`config.mk`:
```
export PLATFORM = sky130hd
export DESIGN_NAME = mul_div_unit
export DESIGN_NICKNAME = d
export VERILOG_FILES = /design/src/rtl/mul_div_unit.sv
export SDC_FILE = /design/constraint.sdc
export NUM_CORES = 1
export LEC_CHECK = 0
export BUFFER_PORTS_ARGS = -buffer_cell sky130_fd_sc_hd__buf_2
export CORE_MARGIN = 4
export CORE_UTILIZATION = 30
export CTS_BUF_LIST = sky130_fd_sc_hd__clkbuf_8 sky130_fd_sc_hd__clkbuf_16
export CTS_CLUSTER_DIAMETER = 60
export DETAILED_ROUTE_END_ITERATION = 8
export MAX_ROUTING_LAYER = met4
export PLACE_DENSITY_LB_ADDON = 0.3
export SLEW_MARGIN = 0
export SYNTH_ARGS = -nofsm -noshare
export SYNTH_HDL_FRONTEND = slang
export SYNTH_SLANG_ARGS = --single-unit
```
`constraint.sdc`:
```
create_clock -name clk -period 4.8 [get_ports clk]
set_input_delay 0.96 -clock clk [delete_from_list [all_inputs] [get_ports clk]]
set_output_delay 0.96 -clock clk [all_outputs]
set_load 0.03 [all_outputs]
```
`src/rtl/mul_div_unit.sv`:
```
// mul_div_unit: 16-iteration shift-add multiplier / restoring divider with dual writeback.
// Optional macro MULDIV_EARLY_ZERO_EN: op_b==0 skips the iteration phase and finishes immediately.
`default_nettype none

module mul_div_unit #(
  parameter int WIDTH  = 16,
  parameter int REG_AW = 4
) (
  input  logic              clk,
  input  logic              rst,
  input  logic              start,
  input  logic [1:0]        op,
  input  logic [WIDTH-1:0]  op_a,
  input  logic [WIDTH-1:0]  op_b,
  input  logic [REG_AW-1:0] dest1,
  input  logic [REG_AW-1:0] dest2,
  input  logic              kill,
  output logic              busy,
  output logic              done,
  output logic [WIDTH-1:0]  result_lo,
  output logic [WIDTH-1:0]  result_hi,
  output logic [REG_AW-1:0] dest_reg1,
  output logic [REG_AW-1:0] dest_reg2,
  output logic              write_op2,
  output logic              div_by_zero
);

  typedef enum logic [1:0] {
    IDLE = 2'd0,
    RUN  = 2'd1,
    DONE = 2'd2
  } state_t;

  state_t              r_state;
  logic [1:0]          r_op;
  logic [WIDTH-1:0]    r_hi;
  logic [WIDTH-1:0]    r_lo;
  logic [WIDTH-1:0]    r_b;
  logic [WIDTH-1:0]    r_a_raw;
  logic                r_neg_q;
  logic                r_neg_r;
  logic [4:0]          r_cnt;
  logic [REG_AW-1:0]   r_d1;
  logic [REG_AW-1:0]   r_d2;

  // Operand conditioning at the accept edge: magnitudes for signed ops only.
  logic [WIDTH-1:0] w_abs_a;
  logic [WIDTH-1:0] w_abs_b;
  assign w_abs_a = (op[0] && op_a[WIDTH-1]) ? (WIDTH'(0) - op_a) : op_a;
  assign w_abs_b = (op[0] && op_b[WIDTH-1]) ? (WIDTH'(0) - op_b) : op_b;

  // Multiply step: {r_hi, r_lo} is the partial product, r_lo's LSB selects the add.
  logic [WIDTH:0]   w_sum;
  logic [WIDTH-1:0] w_mul_hi;
  logic [WIDTH-1:0] w_mul_lo;
  assign w_sum    = {1'b0, r_hi} + (r_lo[0] ? {1'b0, r_b} : {(WIDTH+1){1'b0}});
  assign w_mul_hi = w_sum[WIDTH:1];
  assign w_mul_lo = {w_sum[0], r_lo[WIDTH-1:1]};

  // Divide step: r_hi is the partial remainder, r_lo shifts dividend out and quotient in.
  logic [WIDTH:0]   w_shift;
  logic             w_ge;
  logic [WIDTH-1:0] w_diff;
  logic [WIDTH-1:0] w_div_hi;
  logic [WIDTH-1:0] w_div_lo;
  assign w_shift  = {r_hi, r_lo[WIDTH-1]};
  assign w_ge     = (w_shift >= {1'b0, r_b});
  assign w_diff   = w_shift[WIDTH-1:0] - r_b;
  assign w_div_hi = w_ge ? w_diff : w_shift[WIDTH-1:0];
  assign w_div_lo = {r_lo[WIDTH-2:0], w_ge};

  logic [WIDTH-1:0] w_hi_nxt;
  logic [WIDTH-1:0] w_lo_nxt;
  assign w_hi_nxt = r_op[1] ? w_div_hi : w_mul_hi;
  assign w_lo_nxt = r_op[1] ? w_div_lo : w_mul_lo;

  // Sign fix and divide-by-zero override applied to the final iteration's values.
  logic [2*WIDTH-1:0] w_prod;
  logic [2*WIDTH-1:0] w_prod_fix;
  logic [WIDTH-1:0]   w_quo;
  logic [WIDTH-1:0]   w_rem;
  logic               w_bzero;
  logic [WIDTH-1:0]   w_fin_lo;
  logic [WIDTH-1:0]   w_fin_hi;
  assign w_prod     = {w_hi_nxt, w_lo_nxt};
  assign w_prod_fix = r_neg_q ? ((2*WIDTH)'(0) - w_prod) : w_prod;
  assign w_quo      = r_neg_q ? (WIDTH'(0) - w_lo_nxt) : w_lo_nxt;
  assign w_rem      = r_neg_r ? (WIDTH'(0) - w_hi_nxt) : w_hi_nxt;
  assign w_bzero    = (r_b == '0);
  assign w_fin_lo   = r_op[1] ? (w_bzero ? {WIDTH{1'b1}} : w_quo) : w_prod_fix[WIDTH-1:0];
  assign w_fin_hi   = r_op[1] ? (w_bzero ? r_a_raw : w_rem) : w_prod_fix[2*WIDTH-1:WIDTH];

  assign busy      = (r_state == RUN);
  assign write_op2 = done;

  always_ff @(posedge clk) begin
    if (!rst) begin
      r_state     <= IDLE;
      r_op        <= '0;
      r_hi        <= '0;
      r_lo        <= '0;
      r_b         <= '0;
      r_a_raw     <= '0;
      r_neg_q     <= 1'b0;
      r_neg_r     <= 1'b0;
      r_cnt       <= '0;
      r_d1        <= '0;
      r_d2        <= '0;
      done        <= 1'b0;
      div_by_zero <= 1'b0;
      result_lo   <= '0;
      result_hi   <= '0;
      dest_reg1   <= '0;
      dest_reg2   <= '0;
    end else begin
      done        <= 1'b0;
      div_by_zero <= 1'b0;
      if (kill) begin
        r_state <= IDLE;
      end else begin
        case (r_state)
          IDLE, DONE: begin
            if (start) begin
              r_op    <= op;
              r_d1    <= dest1;
              r_d2    <= dest2;
              r_a_raw <= op_a;
              r_b     <= w_abs_b;
              r_lo    <= w_abs_a;
              r_hi    <= '0;
              r_neg_q <= op[0] & (op_a[WIDTH-1] ^ op_b[WIDTH-1]);
              r_neg_r <= op[0] & op[1] & op_a[WIDTH-1];
              r_cnt   <= '0;
`ifdef MULDIV_EARLY_ZERO_EN
              if (op_b == '0) begin
                r_state     <= DONE;
                done        <= 1'b1;
                div_by_zero <= op[1];
                result_lo   <= op[1] ? {WIDTH{1'b1}} : '0;
                result_hi   <= op[1] ? op_a : '0;
                dest_reg1   <= dest1;
                dest_reg2   <= dest2;
              end else begin
                r_state <= RUN;
              end
`else
              r_state <= RUN;
`endif
            end else begin
              r_state <= IDLE;
            end
          end
          RUN: begin
            r_hi  <= w_hi_nxt;
            r_lo  <= w_lo_nxt;
            r_cnt <= r_cnt + 5'd1;
            if (r_cnt == 5'd15) begin
              r_state     <= DONE;
              done        <= 1'b1;
              div_by_zero <= r_op[1] & w_bzero;
              result_lo   <= w_fin_lo;
              result_hi   <= w_fin_hi;
              dest_reg1   <= r_d1;
              dest_reg2   <= r_d2;
            end
          end
          default: r_state <= IDLE;
        endcase
      end
    end
  end

endmodule

`default_nettype wire

```
==> impl_metrics.ini, run 1 <==
[clock_tree]
cts_root_buf = clkbuf_16
cts_buffers = 17
clkSinkCount = 124
cts-resized-gates = 0
clk_path_buf_depth = 2
cts_tree = built
cts_setup_buffers = 0
h-tree-depth = 4
hold_buffers = 0
worstSkewPairLatency_ns = 0.43
clk_pin_slew_worst_paths_ns = 0.07

[power]
pwr-share-comb = 0.218
power_leakage_nw = 4.243
power_density_mw_per_mm2 = 292.3
peakVddDrop_mv = 0.2357
pwr-share-clk = 0.420
p_switching_w = 0.0009839
sw_frac_of_total = 0.3257
seqPwrFrac = 0.362
cell_internal_pwr_w = 0.002037

[job]
drv_cap = 0

[yosys]
synth-main-ff-cell = dfxtp_1
synth_top_family_by_area = compound AO/OA/AOI/OAI gates
yosysTopAreaCell = dfxtp_1
synth_area_leaders = dfxtp_1 28%, nand2_1 7.0%, ha_1 5.3%
post-synth-top-count-cell = nand2_1
synth_commonest_cells = 167 x nand2_1, 124 x dfxtp_1, 73 x o21ai_0
synth_edf_count = 0
synth_compound_area_frac = 0.2838
yosys.area.top_type_share = 0.2775
syn_nets = 1234
synth_cells = 1148
synth_warnings = 0
netlist_area_mm2 = 0.008946
async_reset_ff_frac = 0
synth_seq_cells = 124
synth_cell_types = 83
synth_seq_area_share = 0.2775
synthMuxAreaShare = 0.02168
yosys.area_share.simple = 0.2278
synth_area_per_cell_um2 = 7.793
synth_adder_area_share = 0.05762
synth_xor_xnor_area_share = 0.08615

[worst_setup_path]
cp_num_cells = 14
worstPathRequired_ns = 5.11
reg2reg_depth = 14
critical-path-top-delay-family = compound AO/OA/AOI/OAI gates
timing.rr.start = r_b[14]$_SDFFE_PN0P_
end_kind = flip-flop
criticalPathCategory = flip-flop to flip-flop
crit_start = r_b[14]$_SDFFE_PN0P_
start_kind = flip-flop
crit_path_frequent_cell = a21oi_1
cp_slowest_cell = nor2_1
r2r_slack_ns = 0.39
arrival_ns = 4.71
crit_fanout = 11
worst-path-buf-inv = 2
cp_cell_sequence = inv_1 > ha_1 > a21oi_1 > o221ai_2 > nor2_1 > o22ai_1 > a211oi_2 > buf_4 > nor3b_1 > nand3_1 > o21ai_0 > xor2_1 > a221oi_1 > a21oi_1
slowest_delay_ns = 0.85

[min_path]
min_path_cells = 2
hold_path_class = flip-flop to flip-flop
min_from = result_hi[13]$_SDFFE_PN0P_

[timing]
max_freq_mhz = 227.0
finalCritPeriodShare = 0.9180
rsz0062_at_grt = false
setup_tns_ns = 0
tightest_slew_ns = 1.034
finalCriticalPeriod_ns = 4.406
slew_viol_final = 0
max-slew-margin-rel = 0.3081
setup_viol = 0
skew_ns = 0.01640
hold_violations = 0

[global_routing]
grt_most_used_layer = met2
gr-total-overflow = 0
grt_pass1_wl_mm = 47.04
antenna_found_initial = 0
first_global_vias = 8385
groute.usage.overall = 0.1841
grtUsageMet3 = 0.02564
grt_use_met2 = 0.2937
grt_max_degree = 57
grt_util_met1 = 0.2388

[finish]
antenna_cells = 0
drive_gt1_frac = 0.1480
fillers = 3091
fin_nets = 1296
fin_cells = 1607
regArea_mm2 = 0.002484
area_growth_pct = 15.51
multi_input_area_mm2 = 0.006067

[die]
die_h_um = 180.7
dieArea_mm2 = 0.03265
die_x_um = 180.7
start_util = 0.3075
io-pin-count = 90
coreArea_mm2 = 0.02909
placement_rows = 62

[routing]
drc_errors = 0
drt-pass1-iter-count = 5
drtIter0Drc = 597
vias = 8632
drtAntennaViolNets = 0
wl_mm = 29.72
vias_per_cell = 5.371
wl_per_cell_um = 18.50

[placement]
placed_cells = 1575
hpwlAfterDp_mm = 22.18
place.gp.congestion = 0.9304
portBuffers = 89

[status]
status = finished, final reports clean
-- per-layer routing --
metal | wire, um | part of all wire
met4 | 828 | 0.028
met3 | 1310 | 0.044
met1 | 13500 | 0.45
met5 | 0 | 0
met2 | 14080 | 0.47
-- state kept, by name, summed over array words and instances (netlist names), 2 cells and up --
name       cells
r_cnt          5
dest_reg2      4
r_state        2
result_hi     16
r_hi          16
r_lo          16
r_d1           4
dest_reg1      4
r_d2           4
r_a_raw       16
result_lo     16
r_b           16
-- final timing paths --
kind,endpoint
worst max-delay path,result_hi[9]$_SDFFE_PN0P_
worst min-delay path,result_hi[13]$_SDFFE_PN0P_
worst max register to register,result_hi[9]$_SDFFE_PN0P_
worst min register to register,result_hi[13]$_SDFFE_PN0P_
-- power by group through the flow --
| stage | Sequential (W) | Combinational (W) | Clock [W] |
|---|---|---|---|
| final | 0.00109 | 0.000659 | 0.00127 |
| after global routing | 0.00110 | 0.000722 | 0.00134 |
| after CTS | 0.00109 | 0.000655 | 0.00129 |
| after floorplan | 0.00110 | 0.000465 | 0 |
| after detailed placement | 0.00111 | 0.000651 | 0 |
| after global placement | 0.00111 | 0.000653 | 0 |
-- area by class of cell --
cell class	instances	share of cell area
multi-input combinational	920	0.5871
tap	384	0.04649
inverter	39	0.01417
clock inverter	13	0.01114
timing repair buffer	108	0.05691
clock buffer	19	0.04383
sequential	124	0.2403
-- kinds of logic (layout without fill, tap and decap cells) --
kind of cell | count (synthesis) | after routing
simple gates | 412 | 412
flops | 124 | 124
xor+xnor | 88 | 88
compound gates | 361 | 361
fa+ha+maj | 40 | 40
mux | 19 | 19
buf+inv | 104 | 179
-- placed cells by master (no fill, tap or decap), types with 5 or more instances in the layout --
cell       count
a211oi_1      15
a21boi_0      44
a21o_1        11
a21oi_1       62
a221oi_1       5
a22oi_1       13
a31oi_1       10
and2_1        30
and3_1        13
buf_2         89
buf_4         19
clkbuf_16     17
dfxtp_1      123
ha_1          38
inv_1         39
mux2i_1       16
nand2_1      167
nand2b_1      13
nand3_1       25
nand4_1       11
nor2_1        69
nor2b_1       21
nor3_1        19
nor3b_1        5
nor4_1         9
o211a_1       17
o211ai_1      21
o21a_1         7
o21ai_0       73
o21ai_1       13
o22ai_1        8
o31ai_1       10
xnor2_1       49
xor2_1        39
-- worst register-to-register path: stages, from the launching register on --
cell,delay [ns]
dfxtp_1,0.35
inv_1,0.08
ha_1,0.35
a21oi_1,0.26
o221ai_2,0.23
nor2_1,0.85
o22ai_1,0.23
a211oi_2,0.25
buf_4,0.21
nor3b_1,0.37
nand3_1,0.25
o21ai_0,0.27
xor2_1,0.12
a221oi_1,0.35
a21oi_1,0.12
-- stage by stage --
step	total power [W]	setup WS [ns]	hold WS [ns]	utilization	instance area, um2
floorplan	0.001566	1.289	0.4392	-	8946
global placement	0.001767	0.4743	0.4484	0.3357	9766
detailed placement	0.001766	0.4818	0.4514	0.3357	9766
CTS	0.003037	0.4313	0.4604	0.3552	10330
global route	0.003154	0.03964	0.4762	0.3552	10330
finish	0.003021	0.3938	0.4549	0.3552	10330
No activity file was read; power rests on OpenSTA's default activity.
==> run 2, diff against run 1 <==
==> constraint.sdc (replaced) <==
create_clock -name clk -period 3.81 [get_ports clk]
set_input_delay 0.5715 -clock clk [delete_from_list [all_inputs] [get_ports clk]]
set_output_delay 0.5715 -clock clk [all_outputs]
set_load 0.03 [all_outputs]
==> run 2 against run 1 <==
Compared with the run above: sequential share of layout area decreased by 1.2 points; sequential cell count unchanged; power increased by 28%; global-route usage decreased by 0.17 points; non-clock buffer count increased by 55.
==> impl_metrics.ini, run 2 (synthesized netlist as in run 1, its figures left out) <==
[routing]
wl_mm = 30.13
drc_errors = 0
drt-pass1-iter-count = 5
vias = 8876
drtIter0Drc = 644
vias_per_cell = 5.341
drtAntennaViolNets = 0
wl_per_cell_um = 18.13

[timing]
max_freq_mhz = 276.0
setup_tns_ns = 0
tightest_slew_ns = 0.8047
skew_ns = 0.01266
max-slew-margin-rel = 0.4636
setup_ws_ns = 0.1872
finalCriticalPeriod_ns = 3.623
hold_violations = 0
slew_viol_final = 0
setup_viol = 0
finalCritPeriodShare = 0.9509

[clock_tree]
hold_buffers = 0
clkSinkCount = 124
clk_path_buf_depth = 2
cts_root_buf = clkbuf_16
cts_tree = built
clk_pin_slew_worst_paths_ns = 0.06
cts_buffers = 17
worstSkewPairLatency_ns = 0.43
h-tree-depth = 4

[worst_setup_path]
cp_slowest_cell = o21ai_0
end_kind = flip-flop
worst-path-buf-inv = 1
crit_fanout = 6
cp_cell_sequence = and2_1 > ha_1 > inv_1 > fa_1 > nor2b_4 > o2111ai_4 > a21oi_1 > o21ai_0 > o21ai_0 > o31a_1 > o21ai_1 > xor2_1 > o221ai_1 > mux2i_1 > a21oi_1
critical-path-top-delay-family = compound AO/OA/AOI/OAI gates
slowest_delay_ns = 0.46
worstPathRequired_ns = 4.16
arrival_ns = 3.97
criticalPathCategory = flip-flop to flip-flop
start_kind = flip-flop

[finish]
antenna_cells = 0
fillers = 3057
area_growth_pct = 21.83
drive_gt1_frac = 0.2042
fin_nets = 1351
design_area_mm2 = 0.01090
final_common_cell = nand2_1
layout_common_cells = 167 x nand2_1, 121 x dfxtp_1, 89 x buf_2
final_util = 0.3747

[global_routing]
gr-total-overflow = 0
antenna_found_initial = 0
groute.usage.overall = 0.1824
grt_pass1_wl_mm = 46.64
grt_max_degree = 78
first_global_vias = 8411

[job]
drv_cap = 0

[placement]
dpl-instance-area_mm2 = 0.01016
place.gp.congestion = 0.9258
hpwlAfterDp_mm = 22.71
pre_cts_slack_ns = 0.07382
portBuffers = 89

[power]
peakVddDrop_mv = 0.2568
power_density_mw_per_mm2 = 354.9
total_power_w = 0.003868
power_leakage_nw = 4.545

[die]
coreArea_mm2 = 0.02909
dieArea_mm2 = 0.03265
die_h_um = 180.7
placement_rows = 62
io-pin-count = 90
start_util = 0.3075
die_x_um = 180.7

[min_path]
hold_path_class = input port to flip-flop

[status]
status = finished, final reports clean
-- run 2: cell types whose count changed in the layout (fill, tap and decap cells not counted), moves of 3 or more --
cell and change:
buf_4 +54, a21oi_1 -5, a21oi_2 +5, a311o_2 +3
ha_1 -3, a311o_1 -3
-- run 2: worst paths after layout --
kind / to / slack (ns) / cells after the start / start
max: result_hi[15]$_SDFFE_PN0P_ / 0.19 / 15 / r_b[0]$_SDFFE_PN0P_
min: r_d2[3]$_SDFFE_PN0P_ / 0.40 / 3 / dest2[3]
max reg2reg: result_hi[15]$_SDFFE_PN0P_ / 0.19 / 15 / r_b[0]$_SDFFE_PN0P_
min reg2reg: result_hi[13]$_SDFFE_PN0P_ / 0.46 / 2 / result_hi[13]$_SDFFE_PN0P_
-- run 2: layout make-up --
cell class	count	area, um2	share of cell area
multi-input combinational	920	6200	0.5688
tap	384	480.5	0.04408
timing repair buffer	163	1013	0.09299
clock buffer	18	439.2	0.04029
sequential	124	2486	0.2281
inverter	39	146.4	0.01343
clock inverter	14	133.9	0.01228
-- run 2: what timing repair did --
item | in CTS | in global routing
gates resized for setup | 0 | 33
endpoints found under the setup margin | 0 | 14
setup buffers | 0 | 4
endpoints found under the hold margin | 0 | 0
-- run 2: where the power goes --
group | internal, W | leakage, nW | switching (W)
clock | 0.000927 | 0.278 | 0.000665
sequential | 0.00134 | 1.01 | 0.0000379
combinational | 0.000350 | 3.26 | 0.000551
total | 0.00261 | 4.54 | 0.00125
-- run 2: tightest hold or removal path, stage by stage --
cell,delay [ns]
buf_2,0.09
nand2_1,0.04
a21boi_0,0.06
-- run 2: layer usage --
layer	track usage	share of wire	vias to the layer above
met3	0.02463	0.040	49
li1	-	-	4372
met4	0.05656	0.026	0
met5	-	0	-
met1	0.2374	0.46	4219
met2	0.2949	0.47	236
-- run 2: metrics by stage --
| stage | hold slack [ns] | instances |
|---|---|---|
| 6_report | 0.3957 | 1662 |
| 5_1_grt | 0.4019 | 1662 |
| 4_1_cts | 0.3890 | 1658 |
| 3_5_place_dp | 0.4551 | 1626 |
| 3_3_place_gp | 0.4480 | 1626 |
| 2_1_floorplan | 0.4392 | 1148 |
==> run 3, diff against run 2 <==
--- a/config.mk
+++ b/config.mk
@@ -5,6 +5,7 @@
 export SDC_FILE = /design/constraint.sdc
 export NUM_CORES = 1
 export LEC_CHECK = 0
+export ABC_AREA = 1
 export BUFFER_PORTS_ARGS = -buffer_cell sky130_fd_sc_hd__buf_2
 export CORE_MARGIN = 4
 export CORE_UTILIZATION = 30
==> run 3 against run 2 <==
Compared with the run above: cell count up 21%; sequential cell count is the same; maximum frequency increased by 3.8%; cell area is 0.86% higher; core utilization decreased by 1.9 points; clock skew up 0.0023 ns; routed wire length up 12%; sequential power about the same; largest cell class unchanged; largest power group unchanged; highest routed layer unchanged.
==> impl_metrics.ini, run 3 <==
[routing]
wl_mm = 33.84
drc_errors = 0
met2_length_mm = 14.85
drt-pass1-iter-count = 5
vias = 10150
drtIter0Drc = 870
vias_per_cell = 5.052
drtAntennaViolNets = 0
wl_met1_mm = 16.23
met3_wirelength_mm = 1.869
wl_per_cell_um = 16.84
highest_layer = met4

[yosys]
synth-main-ff-cell = dfxtp_1
synth_cells = 1529
synth_warnings = 0
synth_cell_types = 50
yosys.area.top_type_share = 0.2619
netlist_area_mm2 = 0.009479
synth_area_leaders = dfxtp_1 26%, nand2_1 16%, inv_1 8.7%
synth_edf_count = 0
post-synth-top-count-cell = nand2_1
async_reset_ff_frac = 0
synth_commonest_cells = 395 x nand2_1, 220 x inv_1, 138 x nor2_1
syn_nets = 1615
yosysTopAreaCell = dfxtp_1
synth_seq_cells = 124
synth_area_per_cell_um2 = 6.200
synth_seq_area_share = 0.2619

[clock_tree]
cts_root_buf = clkbuf_16
clkSinkCount = 124
cts_tree = built
hold_buffers = 0
clk_path_buf_depth = 2
h-tree-depth = 4
clk_pin_slew_worst_paths_ns = 0.06
cts_buffers = 17
worstSkewPairLatency_ns = 0.43

[global_routing]
grt_pass1_wl_mm = 53.27
gr-total-overflow = 0
grt_max_degree = 55
first_global_vias = 9611
antenna_found_initial = 0
groute.usage.overall = 0.2020

[min_path]
min_path_cells = 3
min_from = dest1[3]
hold_end = r_d1[3]$_SDFFE_PN0P_
hold_path_class = input port to flip-flop

[worst_setup_path]
start_kind = flip-flop
end_kind = flip-flop
crit_fanout = 6
crit_path_frequent_cell = nand2_1
reg2reg_to = result_hi[12]$_SDFFE_PN0P_
r2r_slack_ns = 0.32
slowest_delay_ns = 0.35
timing.rr.start = r_b[14]$_SDFFE_PN0P_
cp_slowest_cell = dfxtp_1
arrival_ns = 3.82
worstPathRequired_ns = 4.14
reg2reg_depth = 22
cp_cell_sequence = inv_1 > ha_2 > nand2_1 > nand2_1 > a21oi_1 > nand2_1 > nor2_4 > nand3_2 > o21ai_2 > ha_2 > nand3_2 > nor3_4 > nand4_1 > nor4_4 > buf_4 > nand4_1 > nand2_1 > nand2_1 > nand3_1 > nand3_1 > nand2_1 > inv_1
criticalPathCategory = flip-flop to flip-flop

[power]
power_density_mw_per_mm2 = 358.6
pwr-share-comb = 0.236
pwr-share-clk = 0.415
sw_frac_of_total = 0.3257
cell_internal_pwr_w = 0.002658
power_leakage_nw = 5.550
total_power_w = 0.003942
p_switching_w = 0.001284
peakVddDrop_mv = 0.3183
seqPwrFrac = 0.349

[status]
status = finished, final reports clean

[timing]
rsz0062_at_grt = false
max-slew-margin-rel = 0.3206
slew_viol_final = 0
finalCritPeriodShare = 0.9164
setup_viol = 0
hold_ws_ns = 0.4226
setup_tns_ns = 0
skew_ns = 0.01495
hold_violations = 0
finalCriticalPeriod_ns = 3.492
max_freq_mhz = 286.4
tightest_slew_ns = 1.008

[placement]
place.gp.congestion = 0.9766
hpwlAfterDp_mm = 26.59
portBuffers = 89

[finish]
fillers = 3443
antenna_cells = 0
drive_gt1_frac = 0.1407
final_common_cell = nand2_1
final_util = 0.3557
fin_nets = 1688
area_growth_pct = 15.97
layout_common_cells = 393 x nand2_1, 222 x inv_1, 136 x nor2_1

[die]
die_x_um = 185.8
die_h_um = 185.8
coreArea_mm2 = 0.03091
placement_rows = 64
io-pin-count = 90
dieArea_mm2 = 0.03450
start_util = 0.3067

[job]
drv_cap = 0
-- run 3: cell count changes after synthesis, moves of 21 or more --
| cell | change |
|---|---|
| nand2_1 | +228 |
| inv_1 | +182 |
| nand3_1 | +85 |
| nor2_1 | +67 |
| a21oi_1 | +50 |
| a21boi_0 | -44 |
| o21ai_0 | +37 |
| xnor2_1 | -35 |
| and2_1 | -27 |
| clkbuf_1 | -25 |
| nor2b_1 | -21 |
-- run 3: worst max-delay path by stage --
stage / startpoint / end / depth (start not counted)
after CTS: r_b[14]$_SDFFE_PN0P_ / result_hi[10]$_SDFFE_PN0P_ / 24
after global placement: r_b[3]$_SDFFE_PN0P_ / result_hi[4]$_SDFFE_PN0P_ / 23
after global routing: r_hi[2]$_SDFFE_PN0P_ / result_hi[12]$_SDFFE_PN0P_ / 23
final: r_b[14]$_SDFFE_PN0P_ / result_hi[12]$_SDFFE_PN0P_ / 22
after detailed placement: r_b[6]$_SDFFE_PN0P_ / result_hi[10]$_SDFFE_PN0P_ / 26
after floorplan: r_b[2]$_SDFFE_PN0P_ / result_hi[4]$_SDFFE_PN0P_ / 24
-- run 3: metrics by stage --
| stage | std cells | instance area (um2) | setup WS [ns] |
|---|---|---|---|
| 6_report | 2009 | 10990 | 0.3185 |
| 2_1_floorplan | 1529 | 9479 | 0.6183 |
| 3_5_place_dp | 1977 | 10260 | 0.1453 |
| 5_1_grt | 2009 | 10990 | 0.0004095 |
| 4_1_cts | 2007 | 10840 | 0.01092 |
| 3_3_place_gp | 1977 | 10260 | 0.1989 |
-- run 3: cells by family (layout without fill, tap and decap cells) --
family	Yosys count	count (layout)	synth area share
buffers and inverters	289	373	0.1272
AOI/OAI and AO/OA	292	292	0.1757
xor gates and xnor gates	40	40	0.03696
and+or+nand+nor	744	744	0.3438
DFF	124	124	0.2619
adders and majority gates	40	40	0.05438
-- run 3: power by group through the flow --
stage / clock, W / combinational (W) / sequential, W
finish: 0.00164 / 0.000931 / 0.00138
global route: 0.00172 / 0.00103 / 0.00138
CTS: 0.00167 / 0.000885 / 0.00137
detailed placement: 0 / 0.000881 / 0.00140
global placement: 0 / 0.000883 / 0.00140
floorplan: 0 / 0.000642 / 0.00139
-- run 3: timing repair --
| action | CTS | global route |
|---|---|---|
| setup endpoints to repair | 0 | 7 |
| resized for setup | 0 | 29 |
| setup buffers | 0 | 2 |
-- run 3: layout make-up --
type                       instances  area [um2]  area share
inverter                         229       859.6     0.07819
sequential                       124        2489      0.2264
clock inverter                    13       153.9     0.01400
clock buffer                      17       425.4     0.03870
timing repair buffer             114       653.1     0.05941
tap                              396       495.5     0.04507
multi-input combinational       1116        5917      0.5382
-- run 3: metal layers --
| metal | up-vias | GRT usage |
|---|---|---|
| li1 | 5110 | - |
| met1 | 4691 | 0.2850 |
| met2 | 302 | 0.2980 |
| met3 | 47 | 0.02814 |
| met4 | 0 | 0.06558 |
| met5 | - | - |
-- run 3: worst max-delay path: cells and delay by family, from the launching register on --
kind	cells	cell delay, ns
buf+inv	3	0.27
flops	1	0.35
compound gates	2	0.26
fa+ha+maj	2	0.51
simple gates	15	1.99
